## src/rtl/uart_bus_master.sv

```systemverilog
// Serial-line bus initiator: 8N1 command frames from a host PC become 32-bit
// reads/writes on the PicoSoC native memory bus, with serial responses.
module uart_bus_master #(
  parameter int CLK_DIV       = 104,
  parameter int FRAME_TIMEOUT = 1000000,
  parameter int BUS_TIMEOUT   = 4096
) (
  input  logic        clk,
  input  logic        resetn,
  input  logic        ser_rx,
  output logic        ser_tx,
  output logic        mem_valid,
  input  logic        mem_ready,
  output logic [31:0] mem_addr,
  output logic [31:0] mem_wdata,
  output logic [3:0]  mem_wstrb,
  input  logic [31:0] mem_rdata,
  output logic        busy
);
  localparam logic [15:0] DIV_LAST   = 16'(CLK_DIV - 1);
  localparam logic [15:0] HALF_LAST  = 16'(CLK_DIV / 2 - 1);
  localparam logic [31:0] FRAME_LAST = 32'(FRAME_TIMEOUT - 1);
  localparam logic [31:0] BUS_LAST   = 32'(BUS_TIMEOUT - 1);
  localparam logic [7:0]  CMD_WRITE  = 8'h57;
  localparam logic [7:0]  CMD_READ   = 8'h52;
  localparam logic [7:0]  RSP_ACK    = 8'h4B;
  localparam logic [7:0]  RSP_ERR    = 8'h3F;
  localparam logic [7:0]  RSP_TMO    = 8'h45;

  typedef enum logic [1:0] {RX_IDLE, RX_START, RX_DATA, RX_STOP} rx_state_t;
  typedef enum logic [2:0] {S_IDLE, S_ADDR, S_DATA, S_BUS, S_RESP} state_t;

  rx_state_t   rx_state_reg;
  logic        rx_meta_reg, rx_sync_reg, rx_wait_high_reg;
  logic [15:0] rx_cnt_reg;
  logic [2:0]  rx_bit_reg;
  logic [7:0]  rx_shift_reg;
  logic        rx_byte_valid, rx_frame_err;

  always_ff @(posedge clk) begin
    if (!resetn) begin
      rx_state_reg     <= RX_IDLE;
      rx_meta_reg      <= 1'b1;
      rx_sync_reg      <= 1'b1;
      rx_wait_high_reg <= 1'b0;
      rx_cnt_reg       <= '0;
      rx_bit_reg       <= '0;
      rx_shift_reg     <= '0;
      rx_byte_valid    <= 1'b0;
      rx_frame_err     <= 1'b0;
    end else begin
      rx_meta_reg   <= ser_rx;
      rx_sync_reg   <= rx_meta_reg;
      rx_byte_valid <= 1'b0;
      rx_frame_err  <= 1'b0;
      case (rx_state_reg)
        RX_IDLE: begin
          // After a byte the line must return high before a new start bit counts
          if (rx_wait_high_reg) begin
            if (rx_sync_reg) rx_wait_high_reg <= 1'b0;
          end else if (!rx_sync_reg) begin
            rx_state_reg <= RX_START;
            rx_cnt_reg   <= '0;
          end
        end
        RX_START: begin
          if (rx_cnt_reg == HALF_LAST) begin
            rx_cnt_reg   <= '0;
            rx_bit_reg   <= '0;
            rx_state_reg <= rx_sync_reg ? RX_IDLE : RX_DATA;
          end else begin
            rx_cnt_reg <= rx_cnt_reg + 16'd1;
          end
        end
        RX_DATA: begin
          if (rx_cnt_reg == DIV_LAST) begin
            rx_cnt_reg   <= '0;
            rx_shift_reg <= {rx_sync_reg, rx_shift_reg[7:1]};
            rx_bit_reg   <= rx_bit_reg + 3'd1;
            if (rx_bit_reg == 3'd7) rx_state_reg <= RX_STOP;
          end else begin
            rx_cnt_reg <= rx_cnt_reg + 16'd1;
          end
        end
        RX_STOP: begin
          if (rx_cnt_reg == DIV_LAST) begin
            rx_cnt_reg       <= '0;
            rx_byte_valid    <= rx_sync_reg;
            rx_frame_err     <= !rx_sync_reg;
            rx_wait_high_reg <= 1'b1;
            rx_state_reg     <= RX_IDLE;
          end else begin
            rx_cnt_reg <= rx_cnt_reg + 16'd1;
          end
        end
        default: rx_state_reg <= RX_IDLE;
      endcase
    end
  end

  state_t      state_reg;
  logic        is_write_reg;
  logic [1:0]  byte_idx_reg;
  logic [31:0] timer_reg;
  logic [31:0] resp_buf_reg;
  logic [2:0]  resp_left_reg;
  logic        tx_active_reg;
  logic [8:0]  tx_shift_reg;
  logic [3:0]  tx_bit_reg;
  logic [15:0] tx_cnt_reg;
  logic        ser_tx_reg, mem_valid_reg, busy_reg;
  logic [31:0] mem_addr_reg, mem_wdata_reg;
  logic [3:0]  mem_wstrb_reg;
  logic        tx_bit_end, tx_stop_end, tx_load;

  assign tx_bit_end  = tx_active_reg && (tx_cnt_reg == DIV_LAST);
  assign tx_stop_end = tx_bit_end && (tx_bit_reg == 4'd9);
  // Next byte loads on the same edge the previous stop bit ends: no idle gap
  assign tx_load = (state_reg == S_RESP) && (resp_left_reg != 3'd0) &&
                   (!tx_active_reg || tx_stop_end);

  always_ff @(posedge clk) begin
    if (!resetn) begin
      state_reg     <= S_IDLE;
      is_write_reg  <= 1'b0;
      byte_idx_reg  <= '0;
      timer_reg     <= '0;
      resp_buf_reg  <= '0;
      resp_left_reg <= '0;
      tx_active_reg <= 1'b0;
      tx_shift_reg  <= '1;
      tx_bit_reg    <= '0;
      tx_cnt_reg    <= '0;
      ser_tx_reg    <= 1'b1;
      mem_valid_reg <= 1'b0;
      busy_reg      <= 1'b0;
      mem_addr_reg  <= '0;
      mem_wdata_reg <= '0;
      mem_wstrb_reg <= '0;
    end else begin
      if (tx_load) begin
        ser_tx_reg    <= 1'b0;
        tx_shift_reg  <= {1'b1, resp_buf_reg[7:0]};
        resp_buf_reg  <= {8'h00, resp_buf_reg[31:8]};
        resp_left_reg <= resp_left_reg - 3'd1;
        tx_bit_reg    <= '0;
        tx_cnt_reg    <= '0;
        tx_active_reg <= 1'b1;
      end else if (tx_bit_end) begin
        tx_cnt_reg <= '0;
        if (tx_bit_reg == 4'd9) begin
          tx_active_reg <= 1'b0;
        end else begin
          ser_tx_reg   <= tx_shift_reg[0];
          tx_shift_reg <= {1'b1, tx_shift_reg[8:1]};
          tx_bit_reg   <= tx_bit_reg + 4'd1;
        end
      end else if (tx_active_reg) begin
        tx_cnt_reg <= tx_cnt_reg + 16'd1;
      end

      if (rx_frame_err && state_reg != S_RESP) begin
        mem_valid_reg <= 1'b0;
        mem_wstrb_reg <= 4'h0;
        busy_reg      <= 1'b1;
        resp_buf_reg  <= {24'd0, RSP_ERR};
        resp_left_reg <= 3'd1;
        state_reg     <= S_RESP;
      end else begin
        case (state_reg)
          S_IDLE: begin
            if (rx_byte_valid) begin
              busy_reg <= 1'b1;
              if (rx_shift_reg == CMD_WRITE || rx_shift_reg == CMD_READ) begin
                is_write_reg <= (rx_shift_reg == CMD_WRITE);
                byte_idx_reg <= '0;
                timer_reg    <= '0;
                state_reg    <= S_ADDR;
              end else begin
                resp_buf_reg  <= {24'd0, RSP_ERR};
                resp_left_reg <= 3'd1;
                state_reg     <= S_RESP;
              end
            end
          end
          S_ADDR, S_DATA: begin
            if (rx_byte_valid) begin
              if (state_reg == S_ADDR) mem_addr_reg[{byte_idx_reg, 3'b000} +: 8] <= rx_shift_reg;
              else                     mem_wdata_reg[{byte_idx_reg, 3'b000} +: 8] <= rx_shift_reg;
              byte_idx_reg <= byte_idx_reg + 2'd1;
              timer_reg    <= '0;
              if (byte_idx_reg == 2'd3)
                state_reg <= (state_reg == S_ADDR && is_write_reg) ? S_DATA : S_BUS;
            end else if (timer_reg == FRAME_LAST) begin
              timer_reg <= '0;
              busy_reg  <= 1'b0;
              state_reg <= S_IDLE;
            end else begin
              timer_reg <= timer_reg + 32'd1;
            end
          end
          S_BUS: begin
            if (!mem_valid_reg) begin
              mem_valid_reg <= 1'b1;
              mem_wstrb_reg <= is_write_reg ? 4'hF : 4'h0;
              timer_reg     <= '0;
            end else if (mem_ready) begin
              mem_valid_reg <= 1'b0;
              mem_wstrb_reg <= 4'h0;
              resp_buf_reg  <= is_write_reg ? {24'd0, RSP_ACK} : mem_rdata;
              resp_left_reg <= is_write_reg ? 3'd1 : 3'd4;
              state_reg     <= S_RESP;
            end else if (timer_reg == BUS_LAST) begin
              mem_valid_reg <= 1'b0;
              mem_wstrb_reg <= 4'h0;
              resp_buf_reg  <= {24'd0, RSP_TMO};
              resp_left_reg <= 3'd1;
              state_reg     <= S_RESP;
            end else begin
              timer_reg <= timer_reg + 32'd1;
            end
          end
          S_RESP: begin
            if (tx_stop_end && resp_left_reg == 3'd0) begin
              busy_reg  <= 1'b0;
              state_reg <= S_IDLE;
            end
          end
          default: state_reg <= S_IDLE;
        endcase
      end
    end
  end

  assign ser_tx    = ser_tx_reg;
  assign mem_valid = mem_valid_reg;
  assign mem_addr  = mem_addr_reg;
  assign mem_wdata = mem_wdata_reg;
  assign mem_wstrb = mem_wstrb_reg;
  assign busy      = busy_reg;
endmodule

```

## config.mk

```make
export PLATFORM = sky130hd
export DESIGN_NAME = uart_bus_master
export DESIGN_NICKNAME = d
export VERILOG_FILES = /design/src/rtl/uart_bus_master.sv
export SDC_FILE = /design/constraint.sdc
export NUM_CORES = 1
export LEC_CHECK = 0
export ABC_AREA = 1
export BUFFER_PORTS_ARGS = -buffer_cell sky130_fd_sc_hd__buf_2
export CAP_MARGIN = 20
export CORE_MARGIN = 2
export CORE_UTILIZATION = 50
export CTS_CLUSTER_SIZE = 30
export DETAILED_ROUTE_END_ITERATION = 10
export PLACE_DENSITY = 0.81
export SLEW_MARGIN = 10
export SYNTH_ARGS = -nofsm -noshare
export SYNTH_HDL_FRONTEND = slang
export SYNTH_SLANG_ARGS = --single-unit
```

## constraint.sdc

```tcl
create_clock -name clk -period 2 [get_ports clk]
set_clock_uncertainty 0.2 [all_clocks]
set_input_delay 0.2 -clock clk [delete_from_list [all_inputs] [get_ports clk]]
set_output_delay 0.2 -clock clk [all_outputs]
set_load 0.01 [all_outputs]
```

# Word-level counts from Yosys, hierarchy flattened
# Index checks and enable logic that the tools add are counted.
# word_totals
regBits	207
inputBits	36
out_inout_bits	71
wordCells	217
# classes
n_addsub	8
eq_ne	44
shifts	2
muxes	86
bitwise_logic	4
n_reduce_logical	45
# op_table
cell	n
2-to-1 mux 32 bit	14
case mux 32 bit (3 select lines)	1
bitwise mux 32 bit	2
2-to-1 mux 16 bit	4
case mux 32 bit (2 select lines)	1
2-to-1 mux 3 bit	19
case mux 16 bit (3 select lines)	1
adder 16 x 1 -> 16 bit (second input constant)	2
adder 32 x 1 -> 32 bit (second input constant)	1
equality test 16 x 7 -> 1 bit (second input constant)	2
equality test 32 x 12 -> 1 bit (second input constant)	1
equality test 32 x 20 -> 1 bit (second input constant)	1
variable shift 8 x 7 -> 32 bit (first input constant)	1
variable part select 8 x 7 -> 32 bit	1
!= test 3 bit (second input constant)	10
2-to-1 mux 8 bit	3
AND reduction 6 bit	4
!= test 2 bit (second input constant)	11
2-to-1 mux 2 bit	10
2-to-1 mux 1 bit	19
equality test 16 x 6 -> 1 bit (second input constant)	1
equality test 8 x 7 -> 1 bit (second input constant)	2
2-to-1 mux 4 bit	4
AND reduction 2 bit	7
other kinds (36)	67

# Longest topological paths before layout
# logic_depth
ltp_word	11
mapped_depth	14
ltp_nobuf	14

# Worst setup path before layout
# OpenSTA, ideal clock, no wires.
# synth_path
path_kind	reg-to-reg
start	register byte_idx_reg[0]
end	register mem_addr_reg[13], in the netlist mem_addr[13]
setup_ns	0.064
arrival_time_ns	1.910
required_time_ns	1.736
slack_ns	-0.175
path_stages_with_launch	10
n_path_buf	1
period_less_slack_ns	2.175
path_cell_list	dfxtp_1 clkinv_1 ha_1 inv_1 nor2_1 inv_1 clkbuf_1 nor3_1 nor2_1 nor2_1
# synth_between
elab_chain_len	3
elab_cells_between_ends	4
classes_between	add/sub: 1; shift: 2; mux: 1
# synth_lines
item	line_no	rtl
start: declaration	103	logic [1:0] byte_idx_reg;
start signal: assignment	190	byte_idx_reg <= byte_idx_reg + 2'd1;
negation 5 -> 7 bit *	188	if (state_reg == S_ADDR) mem_addr_reg[{byte_idx_reg, 3'b000} +: 8] <= rx_shift_reg;
variable part select 8 x 7 -> 32 bit / variable shift 8 x 7 -> 32 bit (equally long branches)	188	
bitwise mux 32 bit *	188	
end signal: indexed assignment	188	
end: declaration	112	logic [31:0] mem_addr_reg, mem_wdata_reg;
# Mark *: on every way between the ends. The rest lies on a longest branch, timed or not.
# A chain may end at the register's enable or synchronous reset.

# Worst setup path in the final report
# layout_path
start	register timer_reg[1]
end	register timer_reg[19]
# layout_between
elab_chain_len	5
elab_cells_between_ends	11
classes_between	add/sub: 1; eq/ne: 3; mux: 6; reduce/logical: 1
# layout_lines
item	line_no	rtl
start: declaration	104	logic [31:0] timer_reg;
start signal: assignment	199	timer_reg <= timer_reg + 32'd1;
start signal: assignment	220	timer_reg <= timer_reg + 32'd1;
adder 32 x 1 -> 32 bit	199, 220	
2-to-1 mux 32 bit	213	end else if (timer_reg == BUS_LAST) begin
2-to-1 mux 32 bit	207	end else if (mem_ready) begin
2-to-1 mux 32 bit	203	if (!mem_valid_reg) begin
case mux 32 bit (3 select lines)	170	case (state_reg)
# Several ways; a longest one is shown, not always the timed one. The select of a mux whose other input is x is not followed.

==> results.json <==
{
  "worst_path_most_repeated_cell": "nand3_2",
  "synth.distinct_cells": 43,
  "die_w_um": 147,
  "fin_crit_sh_pct": 108,
  "power_density_nw_per_um2": 602,
  "numPortBuffers": 106,
  "crit_chain": "ha_4 > nand2_4 > nor2_4 > nand3_2 > nor2_1 > nand2_1 > nand3_2 > nand2_2 > o21ai_4 > buf_6 > a21oi_1",
  "max-cap-violations": 0,
  "synth-edff-count": 0,
  "clk_pin_slew_ps": 60,
  "crit_buf_inv": 1,
  "postRouteAntennaNets": 0,
  "crit_fanout": 8,
  "post_synth_fa_ha_maj_area_fraction_pct": 1.84,
  "dpl_cell_area_um2": 11900,
  "synth_top_cells_by_area": "dfxtp_1 40%, nand2_1 13%, nor2_1 9.2%, inv_1 6.2%, a21oi_1 5.4%",
  "globalplace.congestion": 0.915,
  "slowest_stage": "dfxtp_2",
  "synth_top_family_by_area": "simple AND/OR/NAND/NOR gates",
  "netlist_area_um2": 10200,
  "rsz0062_at_grt": "yes",
  "die_h_um": 147,
  "drtIter0Drc": 1308,
  "grt_pass1_vias": 10400,
  "final_cell_mix": "313 x nand2_1, 202 x nor2_1, 184 x dfxtp_1",
  "worst_slew_pin_slew_ps": 455,
  "crit_required_ps": 2180,
  "slew_violations": 0,
  "vias_per_cell": 5.68,
  "cts-root-buf": "clkbuf_16",
  "diodes": 0,
  "dpl.hpwl_um": 19900,
  "clk_latency_ps": 510,
  "cts_max_path_buffers": 3,
  "synth.area.mux_share_pct": 0,
  "synth_ff_type": "dfxtp_1",
  "h-tree-depth": 1,
  "synthXorXnorAreaFrac_pct": 1.37,
  "irDropWorstVdd_mv": 0.500,
  "nNetsFinal": 1856,
  "start_kind": "flip-flop",
  "grt_pass1_wl_um": 47900,
  "period_minus_slack_ps": 2150,
  "cp-end-kind": "flip-flop",
  "setup_viol": 65,
  "drc": 0,
  "synth_nets": 1594,
  "antenna_found_initial": 0,
  "violations": "negative setup slack",
  "core_um2": 20200,
  "synth_top_area_cell": "dfxtp_1",
  "grt_usage_pct": 26.2,
  "cts_made_buffers": 22,
  "synth_top_cell_area_share_pct": 40.0,
  "synth-warning-count": 0,
  "postSynthAreaPerCell_um2": 6.62,
  "drt_wl_total_um": 34600,
  "cpPeakStageDelay_ps": 370,
  "fmax_mhz": 464,
  "relSlewSlack_pct": 69.6,
  "synth-compound-area-share_pct": 12.7,
  "drt-pass1-iter-count": 6,
  "ios": 107,
  "hold_viol": 0,
  "die_area_um2": 21600,
  "vias": 11800,
  "timing.final.ws_setup_ps": -153,
  "crit_arrival_ps": 2330,
  "hp-class": "primary input to flip-flop",
  "ys_seq_area_share_pct": 40.0,
  "start_util_pct": 50.7,
  "p_leak_nw": 6.08,
  "grt_start_max_net_pins": 37,
  "cts_tree": "built",
  "area_growth_pct": 37.6,
  "async_flop_share_pct": 0,
  "synth_cells": 1543,
  "design_area_um2": 14100,
  "layout.cells.most_common": "nand2_1",
  "yosys.area_share.simple_pct": 34.6,
  "setup.worst_path.class": "flip-flop to flip-flop",
  "fill_cells": 1476,
  "cp_top_family": "simple AND/OR/NAND/NOR gates",
  "drive_gt1_share_pct": 28.8,
  "wl_per_cell_um": 16.6,
  "status": "finished with violations",
  "rows": 52,
  "ys_ff_latch": 204,
  "cts.sinks": 204,
  "final_util_pct": 69.7,
  "gr-total-overflow": 0
}
==> kinds of logic after synthesis <==
group,after synthesis
AOI/OAI and AO/OA,245
xor gates and xnor gates,16
and+or+nand+nor,828
adders and majority gates,15
buffers and inverters,235
DFF,204
==> through the flow <==
stage | power [mW] | hold WS [ps] | cells | TNS [ps] | setup slack, ps
final | 8.46 | 158 | 2085 | -5050 | -153
after global routing | 8.69 | 166 | 2085 | -11160 | -252
after CTS | 8.44 | 40.4 | 2062 | -247 | -26.6
after detailed placement | 4.46 | 191 | 1993 | -3330 | -140
after global placement | 4.46 | 189 | 1993 | -1410 | -69.8
after floorplan | 4.32 | 107 | 1543 | 0 | 3.40
==> cells in the mapped netlist, drive strengths merged (14+ instances only) <==
master,number
o21ai,110
nand3,99
inv,174
nand4,28
dfxtp,204
nor2,261
a21oi,111
buf,34
nor3,43
clkbuf,24
nand2,372
ha,15
xor2,14
==> final cells by class <==
type | instances | area, um2 | area share [%]
Clock inverter | 3 | 42.5 | 0.303
Clock buffer | 31 | 646 | 4.59
Sequential cell | 204 | 4110 | 29.3
Timing Repair Buffer | 295 | 2230 | 15.9
Tap cell | 270 | 338 | 2.40
Multi-Input combinational cell | 1104 | 5970 | 42.5
Timing Repair inverter | 1 | 11.3 | 0.0801
Inverter | 177 | 711 | 5.06
==> what timing repair did <==
action | in CTS | in global routing
buffers inserted | 0 | 20
endpoints found under the hold margin | 38 | 0
endpoints found under the setup margin | 67 | 162
pin swaps | 0 | 49
resized for setup | 11 | 266
hold buffers | 34 | 0
cloned | 1 | 3
==> power breakdown <==
group | total [mW] | internal [mW] | leakage [nW] | switching [mW]
combinational | 0.376 | 0.164 | 4.09 | 0.212
sequential | 4.08 | 4.07 | 1.65 | 0.0124
clock | 4.00 | 2.35 | 0.335 | 1.65
==> layer usage <==
layer / track usage (%) / part of all wire [%] / vias up
li1: - / - / 5471
met1: 33.1 / 38 / 5417
met2: 45.4 / 47 / 761
met3: 4.41 / 9.1 / 200
met4: 9.18 / 5.8 / 0
met5: 0 / 0 / -
==> tightest hold or removal path, stage by stage <==
cell and delay, ps:
buf_2 110, nor2_1 190, a21oi_1 140, nand3_1 110, a21oi_1 70
==> worst paths after layout <==
| kind | endpoint | from | cells past startpoint | slack, ps |
|---|---|---|---|---|
| setup / recovery | timer_reg[19]$_SDFFE_PN0P_ | timer_reg[1]$_SDFFE_PN0P_ | 11 | -150 |
| hold / removal | resp_buf_reg[6]$_SDFF_PP0_ | mem_rdata[6] | 5 | 160 |
| hold reg to reg | rx_sync_reg$_SDFF_PN1_ | rx_meta_reg$_SDFF_PN1_ | 1 | 220 |
| setup reg to reg | timer_reg[19]$_SDFFE_PN0P_ | timer_reg[1]$_SDFFE_PN0P_ | 11 | -150 |
(Power assumes the default switching activity.)
